`src/rtl/ac_motor_vector_dwell.sv`:
```
// Space-vector dwell-time calculator: modulation index and sector sines -> T_0/T_1/T_2/T_7 in clocks.
// Define AC_MOTOR_VECTOR_OVERMOD_EN to rescale overmodulated results with a restoring divider instead of clamping.
module ac_motor_vector_dwell #(
   parameter int BITS   = 12,
   parameter int T_BITS = 15,
   parameter int F_CLK  = 100000000,
   parameter int F_TAST = 10000
) (
   input  logic              CLK,
   input  logic              RESET_N,
   input  logic              IN_VALID,
   output logic              IN_READY,
   input  logic [BITS-1:0]   U_STR,
   input  logic [BITS-1:0]   SIN_POSITIVE,
   input  logic [BITS-1:0]   SIN_NEGATIVE,
   output logic [T_BITS-1:0] T_0,
   output logic [T_BITS-1:0] T_1,
   output logic [T_BITS-1:0] T_2,
   output logic [T_BITS-1:0] T_7,
   output logic              OUT_VALID,
   output logic              OVERMOD
);
   localparam int T_TAST = F_CLK / F_TAST;
   localparam int P_W    = T_BITS + 2*BITS;
   localparam int S_W    = T_BITS + 1;
   localparam logic [P_W-1:0]    T_TAST_P = P_W'(T_TAST);
   localparam logic [S_W-1:0]    T_TAST_S = S_W'(T_TAST);
   localparam logic [T_BITS-1:0] T_TAST_T = T_BITS'(T_TAST);

`ifdef AC_MOTOR_VECTOR_OVERMOD_EN
   localparam int CNT_W = $clog2(T_BITS);
   typedef enum logic [1:0] {IDLE, MUL, SUM, DIV} state_t;
`else
   typedef enum logic [1:0] {IDLE, MUL, SUM} state_t;
`endif

   // Zero-vector time split: T_0 gets the floor half, T_7 the remainder.
   function automatic logic [T_BITS-1:0] half_floor(input logic [S_W-1:0] t);
      return T_BITS'(t >> 1);
   endfunction

   function automatic logic [T_BITS-1:0] half_ceil(input logic [S_W-1:0] t);
      return T_BITS'(t - (t >> 1));
   endfunction

`ifndef AC_MOTOR_VECTOR_OVERMOD_EN
   function automatic logic [T_BITS-1:0] sat_tast(input logic [T_BITS-1:0] t);
      return (t > T_TAST_T) ? T_TAST_T : t;
   endfunction
`endif

   state_t            state_q, state_d;
   logic [BITS-1:0]   u_q, u_d, sp_q, sp_d, sn_q, sn_d;
   logic [P_W-1:0]    p1_q, p1_d, p2_q, p2_d;
   logic [T_BITS-1:0] t_0_q, t_0_d, t_1_q, t_1_d, t_2_q, t_2_d, t_7_q, t_7_d;
   logic              out_valid_q, out_valid_d, overmod_q, overmod_d;
   logic [T_BITS-1:0] t1, t2;
   logic [S_W-1:0]    s, t0;
`ifdef AC_MOTOR_VECTOR_OVERMOD_EN
   logic [S_W-1:0]      rem_q, rem_d, div_q, div_d;
   logic [T_BITS-1:0]   dvd_q, dvd_d, quo_q, quo_d, q_new;
   logic [CNT_W-1:0]    cnt_q, cnt_d;
   logic [2*T_BITS-1:0] n;
   logic [S_W:0]        trial;
   logic                ge;
`endif

   always_comb begin
      state_d     = state_q;
      u_d         = u_q;
      sp_d        = sp_q;
      sn_d        = sn_q;
      p1_d        = p1_q;
      p2_d        = p2_q;
      t_0_d       = t_0_q;
      t_1_d       = t_1_q;
      t_2_d       = t_2_q;
      t_7_d       = t_7_q;
      overmod_d   = overmod_q;
      out_valid_d = 1'b0;
      t1 = T_BITS'(p1_q >> (2*BITS));
      t2 = T_BITS'(p2_q >> (2*BITS));
      s  = {1'b0, t1} + {1'b0, t2};
      t0 = T_TAST_S - s;
`ifdef AC_MOTOR_VECTOR_OVERMOD_EN
      rem_d = rem_q;
      div_d = div_q;
      dvd_d = dvd_q;
      quo_d = quo_q;
      cnt_d = cnt_q;
      // Dividend t1*T_TAST: upper half seeds the remainder (always < s), lower half is shifted in MSB first.
      n     = (2*T_BITS)'(t1) * (2*T_BITS)'(T_TAST);
      trial = {rem_q, dvd_q[T_BITS-1]};
      ge    = (trial >= {1'b0, div_q});
      q_new = (quo_q << 1) | T_BITS'(ge);
`endif
      case (state_q)
         IDLE: begin
            if (IN_VALID) begin
               u_d     = U_STR;
               sp_d    = SIN_POSITIVE;
               sn_d    = SIN_NEGATIVE;
               state_d = MUL;
            end
         end
         MUL: begin
            p1_d    = T_TAST_P * P_W'(u_q) * P_W'(sn_q);
            p2_d    = T_TAST_P * P_W'(u_q) * P_W'(sp_q);
            state_d = SUM;
         end
         SUM: begin
            if (s <= T_TAST_S) begin
               t_1_d       = t1;
               t_2_d       = t2;
               t_0_d       = half_floor(t0);
               t_7_d       = half_ceil(t0);
               overmod_d   = 1'b0;
               out_valid_d = 1'b1;
               state_d     = IDLE;
            end else begin
`ifdef AC_MOTOR_VECTOR_OVERMOD_EN
               rem_d   = S_W'(n >> T_BITS);
               dvd_d   = T_BITS'(n);
               div_d   = s;
               quo_d   = '0;
               cnt_d   = '0;
               state_d = DIV;
`else
               t_1_d       = sat_tast(t1);
               t_2_d       = T_TAST_T - sat_tast(t1);
               t_0_d       = '0;
               t_7_d       = '0;
               overmod_d   = 1'b1;
               out_valid_d = 1'b1;
               state_d     = IDLE;
`endif
            end
         end
`ifdef AC_MOTOR_VECTOR_OVERMOD_EN
         DIV: begin
            rem_d = S_W'(ge ? (trial - {1'b0, div_q}) : trial);
            dvd_d = dvd_q << 1;
            if (cnt_q == CNT_W'(T_BITS-1)) begin
               t_1_d       = q_new;
               t_2_d       = T_TAST_T - q_new;
               t_0_d       = '0;
               t_7_d       = '0;
               overmod_d   = 1'b1;
               out_valid_d = 1'b1;
               state_d     = IDLE;
            end else begin
               quo_d = q_new;
               cnt_d = cnt_q + CNT_W'(1);
            end
         end
`endif
         default: state_d = IDLE;
      endcase
   end

   always_ff @(posedge CLK or negedge RESET_N) begin
      if (!RESET_N) begin
         state_q     <= IDLE;
         u_q         <= '0;
         sp_q        <= '0;
         sn_q        <= '0;
         p1_q        <= '0;
         p2_q        <= '0;
         t_0_q       <= '0;
         t_1_q       <= '0;
         t_2_q       <= '0;
         t_7_q       <= '0;
         out_valid_q <= 1'b0;
         overmod_q   <= 1'b0;
`ifdef AC_MOTOR_VECTOR_OVERMOD_EN
         rem_q       <= '0;
         div_q       <= '0;
         dvd_q       <= '0;
         quo_q       <= '0;
         cnt_q       <= '0;
`endif
      end else begin
         state_q     <= state_d;
         u_q         <= u_d;
         sp_q        <= sp_d;
         sn_q        <= sn_d;
         p1_q        <= p1_d;
         p2_q        <= p2_d;
         t_0_q       <= t_0_d;
         t_1_q       <= t_1_d;
         t_2_q       <= t_2_d;
         t_7_q       <= t_7_d;
         out_valid_q <= out_valid_d;
         overmod_q   <= overmod_d;
`ifdef AC_MOTOR_VECTOR_OVERMOD_EN
         rem_q       <= rem_d;
         div_q       <= div_d;
         dvd_q       <= dvd_d;
         quo_q       <= quo_d;
         cnt_q       <= cnt_d;
`endif
      end
   end

   assign IN_READY  = (state_q == IDLE);
   assign T_0       = t_0_q;
   assign T_1       = t_1_q;
   assign T_2       = t_2_q;
   assign T_7       = t_7_q;
   assign OUT_VALID = out_valid_q;
   assign OVERMOD   = overmod_q;

endmodule

```
`config.mk`:
```
export PLATFORM = sky130hd
export DESIGN_NAME = ac_motor_vector_dwell
export DESIGN_NICKNAME = d
export VERILOG_FILES = /design/src/rtl/ac_motor_vector_dwell.sv
export SDC_FILE = /design/constraint.sdc
export NUM_CORES = 1
export LEC_CHECK = 0
export CAP_MARGIN = 20
export CORE_MARGIN = 2
export CORE_UTILIZATION = 45
export DETAILED_ROUTE_END_ITERATION = 12
export GPL_TIMING_DRIVEN = 0
export HOLD_SLACK_MARGIN = 0.15
export PLACE_DENSITY_LB_ADDON = 0.05
export SYNTH_ARGS = -nofsm -noshare
export SYNTH_HDL_FRONTEND = slang
export SYNTH_SLANG_ARGS = --single-unit
```
`constraint.sdc`:
```
create_clock -name CLK -period 10.4 [get_ports CLK]
set_clock_uncertainty 0.2 [all_clocks]
set_input_delay 2.08 -clock CLK [delete_from_list [all_inputs] [get_ports CLK]]
set_output_delay 2.08 -clock CLK [all_outputs]
set_load 0.02 [all_outputs]
```
# Word level (Yosys, flattened, before mapping)
# Cells that the tools add are included.
# word_totals
wordCells	35
reg_bits	168
output_inout_bits	63
# op_classes
reduce_logical	2
n_mul	3
eq_ne	3
order_cmp	2
add_sub_neg	4
n_mux	9
# op_table
operator	n
multiplier 22 x 12 -> 34 bit	2
2-to-1 mux 15 bit	3
2-to-1 mux 14 bit	2
multiplier 10 x 12 -> 22 bit (first input constant)	1
subtractor 14 x 15 -> 16 bit (first input constant)	1
adder 14 x 14 -> 15 bit	1
<= comparator 15 x 14 -> 1 bit (second input constant)	1
subtractor 14 x 14 -> 15 bit (first input constant)	1
subtractor 15 bit	1
> comparator 14 bit (second input constant)	1
case mux 2 bit (2 select lines)	1
equality test 2 x 1 -> 1 bit (second input constant)	1
equality test 2 bit (second input constant)	1
zero test 2 bit	1
2-to-1 mux 1 bit	2
2-to-1 mux 2 bit	1
!= test 2 bit (second input constant)	1
AND reduction 2 bit	1

# Depth between registers and ports, before layout
# Gate-level depths: netlist of run 1.
# logic_depth
ltp_word	4
mapped_depth	38
ltp_nobuf	37

# Worst setup path after synthesis of run 1
# No wires, ideal clock.
# synth_timing
path_type	register -> register
startpoint	register u_q[4]
endpoint	register p2_q[32]
path_stages_with_launch	38
t_required_ns	10.131
period_less_slack_ns	9.322
path_slack_ns	1.078
n_path_buf	1
arrival_time_ns	9.053
path_cell_list	dfrtp_1 > inv_1 > fa_1 > inv_1 > ha_1 > inv_1 > fa_1 > inv_1 > ha_1 > inv_1 > fa_1 > inv_1 > ha_1 > a21o_1 > a31o_1 > a222oi_1 > a2111oi_1 > nor2_1 > [2 not listed] > fa_1 > fa_1 > inv_1 > fa_1 > fa_1 > inv_1 > fa_1 > inv_1 > ha_1 > a21oi_1 > o21ai_0 > o211ai_1 > o21a_1 > a21oi_1 > o21ai_0 > a21oi_1 > or4b_2 > nand3_1
# synth_via
elab_chain_len	2
# synth_lines
item	line_no	source
start, declared	53	logic [BITS-1:0] u_q, u_d, sp_q, sp_d, sn_q, sn_d;
start signal, assigned	184	u_q <= u_d;
multiplier 10 x 12 -> 22 bit	108	p2_d = T_TAST_P * P_W'(u_q) * P_W'(sp_q);
multiplier 22 x 12 -> 34 bit	108	
end signal, assigned	188	p2_q <= p2_d;
end, declared	54	logic [P_W-1:0] p1_q, p1_d, p2_q, p2_d;
# Every way passes these cells.
# A chain may end at the register's enable or synchronous reset.

# Final worst setup path of run 1
# layout_timing
startpoint	register u_q[4]
endpoint	register p1_q[33]
# layout_via
elab_chain_len	2
# layout_lines
item	line_no	source
multiplier 10 x 12 -> 22 bit	107	p1_d = T_TAST_P * P_W'(u_q) * P_W'(sn_q);
multiplier 22 x 12 -> 34 bit	107	
end signal, assigned	187	p1_q <= p1_d;
end, declared	54	
# Every way passes these cells.

==> results of run 1 <==
==> sequential cells by signal, indices dropped and copies added, names as in the netlist <==
name,count
sn_q,12
T_7,15
T_0,15
T_1,14
p1_q,14
OVERMOD,1
p2_q,14
T_2,15
OUT_VALID,1
state_q,2
sp_q,12
u_q,12
==> layout make-up <==
cell class | instances | area, sq um
Antenna cell | 1 | 2.50
Buffer | 166 | 721
Clock buffer | 19 | 443
Clock inverter | 13 | 176
Fill cell | 5269 | 27100
Inverter | 529 | 2000
Multi-Input combinational cell | 1992 | 19200
Sequential cell | 127 | 3190
Tap cell | 704 | 881
Timing Repair Buffer | 121 | 1170
==> timing repair <==
action / CTS / global route
hold buffers: 0 / 0
resized for setup: 36 / 50
buffers inserted: 8 / 8
pin swaps: 4 / 6
endpoints found under the setup margin: 27 / 21
==> tightest hold or removal path, stage by stage, from the launching register on <==
cell	delay, ns
dfrtp_1	0.34
nand2_1	0.06
o21ai_2	0.05
==> path summary, 6_finish.rpt <==
kind	slack (ns)	to	cells after the start
worst min-delay path	0.28	T_7[6]	2
worst max-delay path	0.35	p1_q[33]	38
worst min register to register	0.28	T_7[6]	2
max in group asynchronous	7.86	u_q[2]	2
worst max register to register	0.35	p1_q[33]	38
min in group asynchronous	1.31	T_7[12]	1
==> cell usage after synthesis (22+ instances only) <==
library cell	number
fa_1	422
and3_1	33
mux2_2	24
and2_1	174
nand2_1	446
nor2_1	53
o311ai_0	22
o21ai_0	88
a21oi_1	65
nand3_1	40
a31oi_1	33
nand3b_1	24
clkbuf_1	157
inv_1	526
dfrtp_1	127
ha_1	225
nand2b_1	29
xnor2_1	52
==> metal layers <==
layer | GRT usage | vias up
met5 | 0 | -
met4 | 0.0956 | 0
met3 | 0.0355 | 108
met2 | 0.458 | 582
met1 | 0.393 | 10205
li1 | - | 9125
==> metrics by stage <==
stage                     std cells  TNS, ns
after detailed placement       3622   -24.20
after CTS                      3661  -0.0601
final                          3672        0
after floorplan                2815        0
after global placement         3619   -22.58
after global routing           3671  -0.0285
==> cell families (layout without fill, tap and decap cells) <==
logic type,Yosys count,count (layout),synth area share
DFF,127,127,0.128
xor gates and xnor gates,73,73,0.0260
AOI/OAI and AO/OA,365,365,0.103
buffers and inverters,696,848,0.106
other,1,2,0.000151
adders and majority gates,647,647,0.453
muxes,28,28,0.0129
and+or+nand+nor,878,878,0.172
==> run metrics, run 1 <==
status finished clean; routability congestion estimate just over 0.9; total gr overflow 0; ranking of synthesized cells by area fa_1 34%, dfrtp_1 13%, ha_1 11%; final setup violation count 0; # rows 86; Clock Tree Buf Depth 2; routed wire length 77100 um; delay-heaviest family, CP adder cells; DIE AREA 57200 sq um; commonest non-fill, non-tap cell in the layout inv_1; P&R area growth vs syn 11.8%; Critical Path Start u_q[4]; Pre-antenna DRT Iters 6; GRT Total Usage 0.283; largest net degree at the start of global routing 87; Finished Cell Area between 20000 and 30000 sq um; first-pass GRT wire length approximately 120000 um; fin nets 3640; Sink Count 127; Num CTS Buffers 17; Placed Instance Area 26800 sq um; ys async rst share 1.00; post-synth top area share 0.339; M1 WL 34800 um; Startpoint Class flop; min-delay src T_7[6]; DRT iter0 DRCs roughly 1300; Max Fclk 99.5 MHz; vias in the first global route around 21000; Least-Margin Pin Slew 1.19 ns; TritonCTS clock tree yes; most frequent cells in the layout 523 x inv_1, 445 x nand2_1, 422 x fa_1, 225 x ha_1, 174 x and2_1; nature of the critical path endpoint flop; DRC Markers 0; PortBufs 100; via count 20020; initial antenna violation count 3; WL/cell 21.0 um; Post-synth EDFFs 0; met3 wire length 3900 um; Die Y 239 um; Tcrit/Tclk final 0.966; Root Buffer clkbuf_16; max incr delay on CP 0.57 ns; final core occ 0.507; Crit Path Max Fanout 10; Met2 Routed Length 35500 um; hold_ws 0.276 ns; H-tree depth 4; ys flop type dfrtp_1; WP data required about 11 ns; post-synth top area cell fa_1; post-route antenna net violation count 0; reg2reg start u_q[4]; Slew HR 0.207; Slowest-stage cell, CP fa_1; Worst-Skew Late Latency 0.49 ns; critical path class reg2reg; DP Wirelength between 60000 and 70000 um; initial core utilization 0.454; Die X 239 um; Mapped Cells roughly 2800; share of cells above drive strength 1 0.0597; top sig layer met4; DP Worst Slack -1.45 ns; Via-to-Cell Ratio 5.45; Ys Warns 0; syn avg cell area 8.84 sq um; Worst EP arrival 10.18 ns; fin. max-slew vios 0; Tmin final between 10 and 15 ns; Final Worst Setup Slack 0.354 ns; Fin. Hold Viols 0; max-cap violations 0; Bufs and invs on worst path 12; Core Area 54900 sq um; register area share after synthesis 0.128; Worst-path clk slew 0.07 ns; # IOs 102; Hold/Removal Path Class reg2reg; post-synthesis register bit count 127; Distinct cells, synth 87; Mapped Area 24900 sq um; Synth Net Count 3501
Power of run 1 is left out: the tool's default activity adds up to more than one toggle a clock period on the data nets, which glitch-free logic cannot reach.
==> run 2: changes to the inputs <==
Settings changed: RECOVER_POWER set to 50.
==> run 2 against run 1 <==
Critical endpoint unchanged. Register-to-register slack is essentially flat. The flow now finishes with violations (capacitance limit, slew limit). Global-route usage is the same. Worst hold slack lost 0.0058 ns. Utilization shrank 0.062 points. Wire length grew 0.11%. Flip-flop and latch count is the same. Highest routed layer unchanged.
==> run metrics, run 2 (same netlist as run 1, synthesis figures left out) <==
status finished with violations (was finished clean); failing checks capacitance limit, slew limit; ant diodes 0 (was 1); share of cells above drive strength 1 0.0590 (was 0.0597); reg2reg start u_q[4] (unchanged); Die X 239 um (unchanged); Sink Count 127 (unchanged); Core Area 54900 sq um (unchanged); Die Y 239 um (unchanged); min-delay src T_7[0] (was T_7[6]); commonest non-fill, non-tap cell in the layout inv_1 (unchanged); GRT Total Usage 0.283 (unchanged); Startpoint Class flop (unchanged); DRC Markers 0 (unchanged); max incr delay on CP 0.55 ns (was 0.57 ns); hold depth 2 (unchanged); Tcrit/Tclk final 0.967 (was 0.966); routability congestion estimate 0.912 (unchanged); DIE AREA 57200 sq um (unchanged); fin. max-slew vios 130 (was 0); Final Worst Setup Slack 0.346 ns (was 0.354 ns); worst r2r dst p1_q[33] (unchanged); initial core utilization 0.454 (unchanged); Via-to-Cell Ratio 5.46 (was 5.45); DP Wirelength 64200 um (unchanged); initial antenna violation count 3 (unchanged); total gr overflow 0 (unchanged); # rows 86 (unchanged); critical path class reg2reg (unchanged); Hold Buf Count CTS 0 (unchanged); fin nets 3640 (unchanged); R2R setup slack 0.35 ns (about the same); WHS Endpoint T_7[0] (was T_7[6]); Fin. Hold Viols 0 (unchanged); max-cap violations 2 (was 0); post-route antenna net violation count 0 (unchanged); Root Buffer clkbuf_16 (unchanged); Worst-path clk slew 0.07 ns (about the same); Hold/Removal Path Class reg2reg (unchanged); Worst Reg2Reg Path Length in Cells 39 (was 38); vias in the first global route 21014 (unchanged); DP Worst Slack -1.45 ns (unchanged); DRT iter0 DRCs 1333 (was 1335); WL/cell 21.0 um (about the same); most frequent cells in the layout 523 x inv_1, 445 x nand2_1, 422 x fa_1, 225 x ha_1, 173 x and2_1 (was 523 x inv_1, 445 x nand2_1, 422 x fa_1, 225 x ha_1, 174 x and2_1); H-tree depth 4 (unchanged); Slew HR -2.42 (was 0.207); largest net degree at the start of global routing 87 (unchanged); Storage cell area 3190 sq um (unchanged); Tmin final 10.05 ns (about the same); PortBufs 100 (unchanged); Least-Margin Pin Slew 5.13 ns (was 1.19 ns); Num CTS Buffers 17 (unchanged); P&R area growth vs syn 11.6% (was 11.8%); Pre-antenna DRT Iters 5 (was 6); Crit Path Max Fanout 7 (was 10); Clock Tree Buf Depth 2 (unchanged); via count 20027 (was 20020); Max Fclk 99.5 MHz (about the same); filler cell count 5270 (was 5269); final setup violation count 0 (unchanged); Worst-Skew Late Latency 0.49 ns (about the same); Bufs and invs on worst path 12 (unchanged); footprint of the multi-input gates 19200 sq um (unchanged); # IOs 102 (unchanged); TritonCTS clock tree yes (unchanged); Slowest-stage cell, CP fa_1 (unchanged); delay-heaviest family, CP adder cells (unchanged); first-pass GRT wire length 122000 um (unchanged); nature of the critical path endpoint flop (unchanged); Worst EP arrival 10.19 ns (was 10.18 ns); WP data required 10.53 ns (about the same); routed wire length 77200 um (was 77100 um)
run 2: metrics by stage:
stage                util  std cells  area, sq um  TNS [ns]  hold WS, ns
floorplan               -       2815        24900         0        0.266
CTS                 0.503       3661        27600   -0.0601        0.281
global route        0.506       3671        27800   -0.0285        0.295
detailed placement  0.489       3622        26800    -24.20        0.267
finish              0.506       3671        27800         0        0.270
global placement    0.488       3619        26800    -22.58        0.264
run 2: worst max-delay path by stage:
stage	from	to	slack [ns]	cells past startpoint
global route	u_q[4]	p1_q[35]	-0.02	39
detailed placement	u_q[3]	p2_q[32]	-1.45	37
finish	u_q[4]	p1_q[33]	0.35	39
CTS	u_q[4]	p1_q[33]	-0.04	39
global placement	u_q[3]	p2_q[32]	-1.41	37
floorplan	u_q[4]	p2_q[32]	1.08	37
run 2: routing by layer:
metal  vias up  GRT usage  part of all wire
met4         0     0.0956             0.037
met3       108     0.0355             0.050
met5         -          0                 0
met1     10219      0.393              0.45
li1       9125          -                 -
met2       575      0.458              0.46
run 2: worst register-to-register path: cells and delay by family (launching register included):
family / cells / cell delay (ns)
DFF: 1 / 0.40
and+or+nand+nor: 4 / 0.68
xor gates and xnor gates: 2 / 0.48
adders and majority gates: 12 / 5.18
AOI/OAI and AO/OA: 9 / 1.86
buffers and inverters: 12 / 1.10
run 2: layout make-up:
cell class / instances / area share
Sequential cell: 127 / 0.115
Inverter: 529 / 0.0719
Buffer: 166 / 0.0259
Clock inverter: 13 / 0.00635
Tap cell: 704 / 0.0317
Multi-Input combinational cell: 1992 / 0.692
Timing Repair Buffer: 121 / 0.0412
Clock buffer: 19 / 0.0159
run 2: repair_timing:
| item | 4_1_cts | 5_1_grt |
|---|---|---|
| endpoints found under the setup margin | 27 | 21 |
| pin swaps | 4 | 6 |
| gates resized for setup | 36 | 50 |
| buffers inserted | 8 | 8 |
Power of run 2 is left out for the same reason.
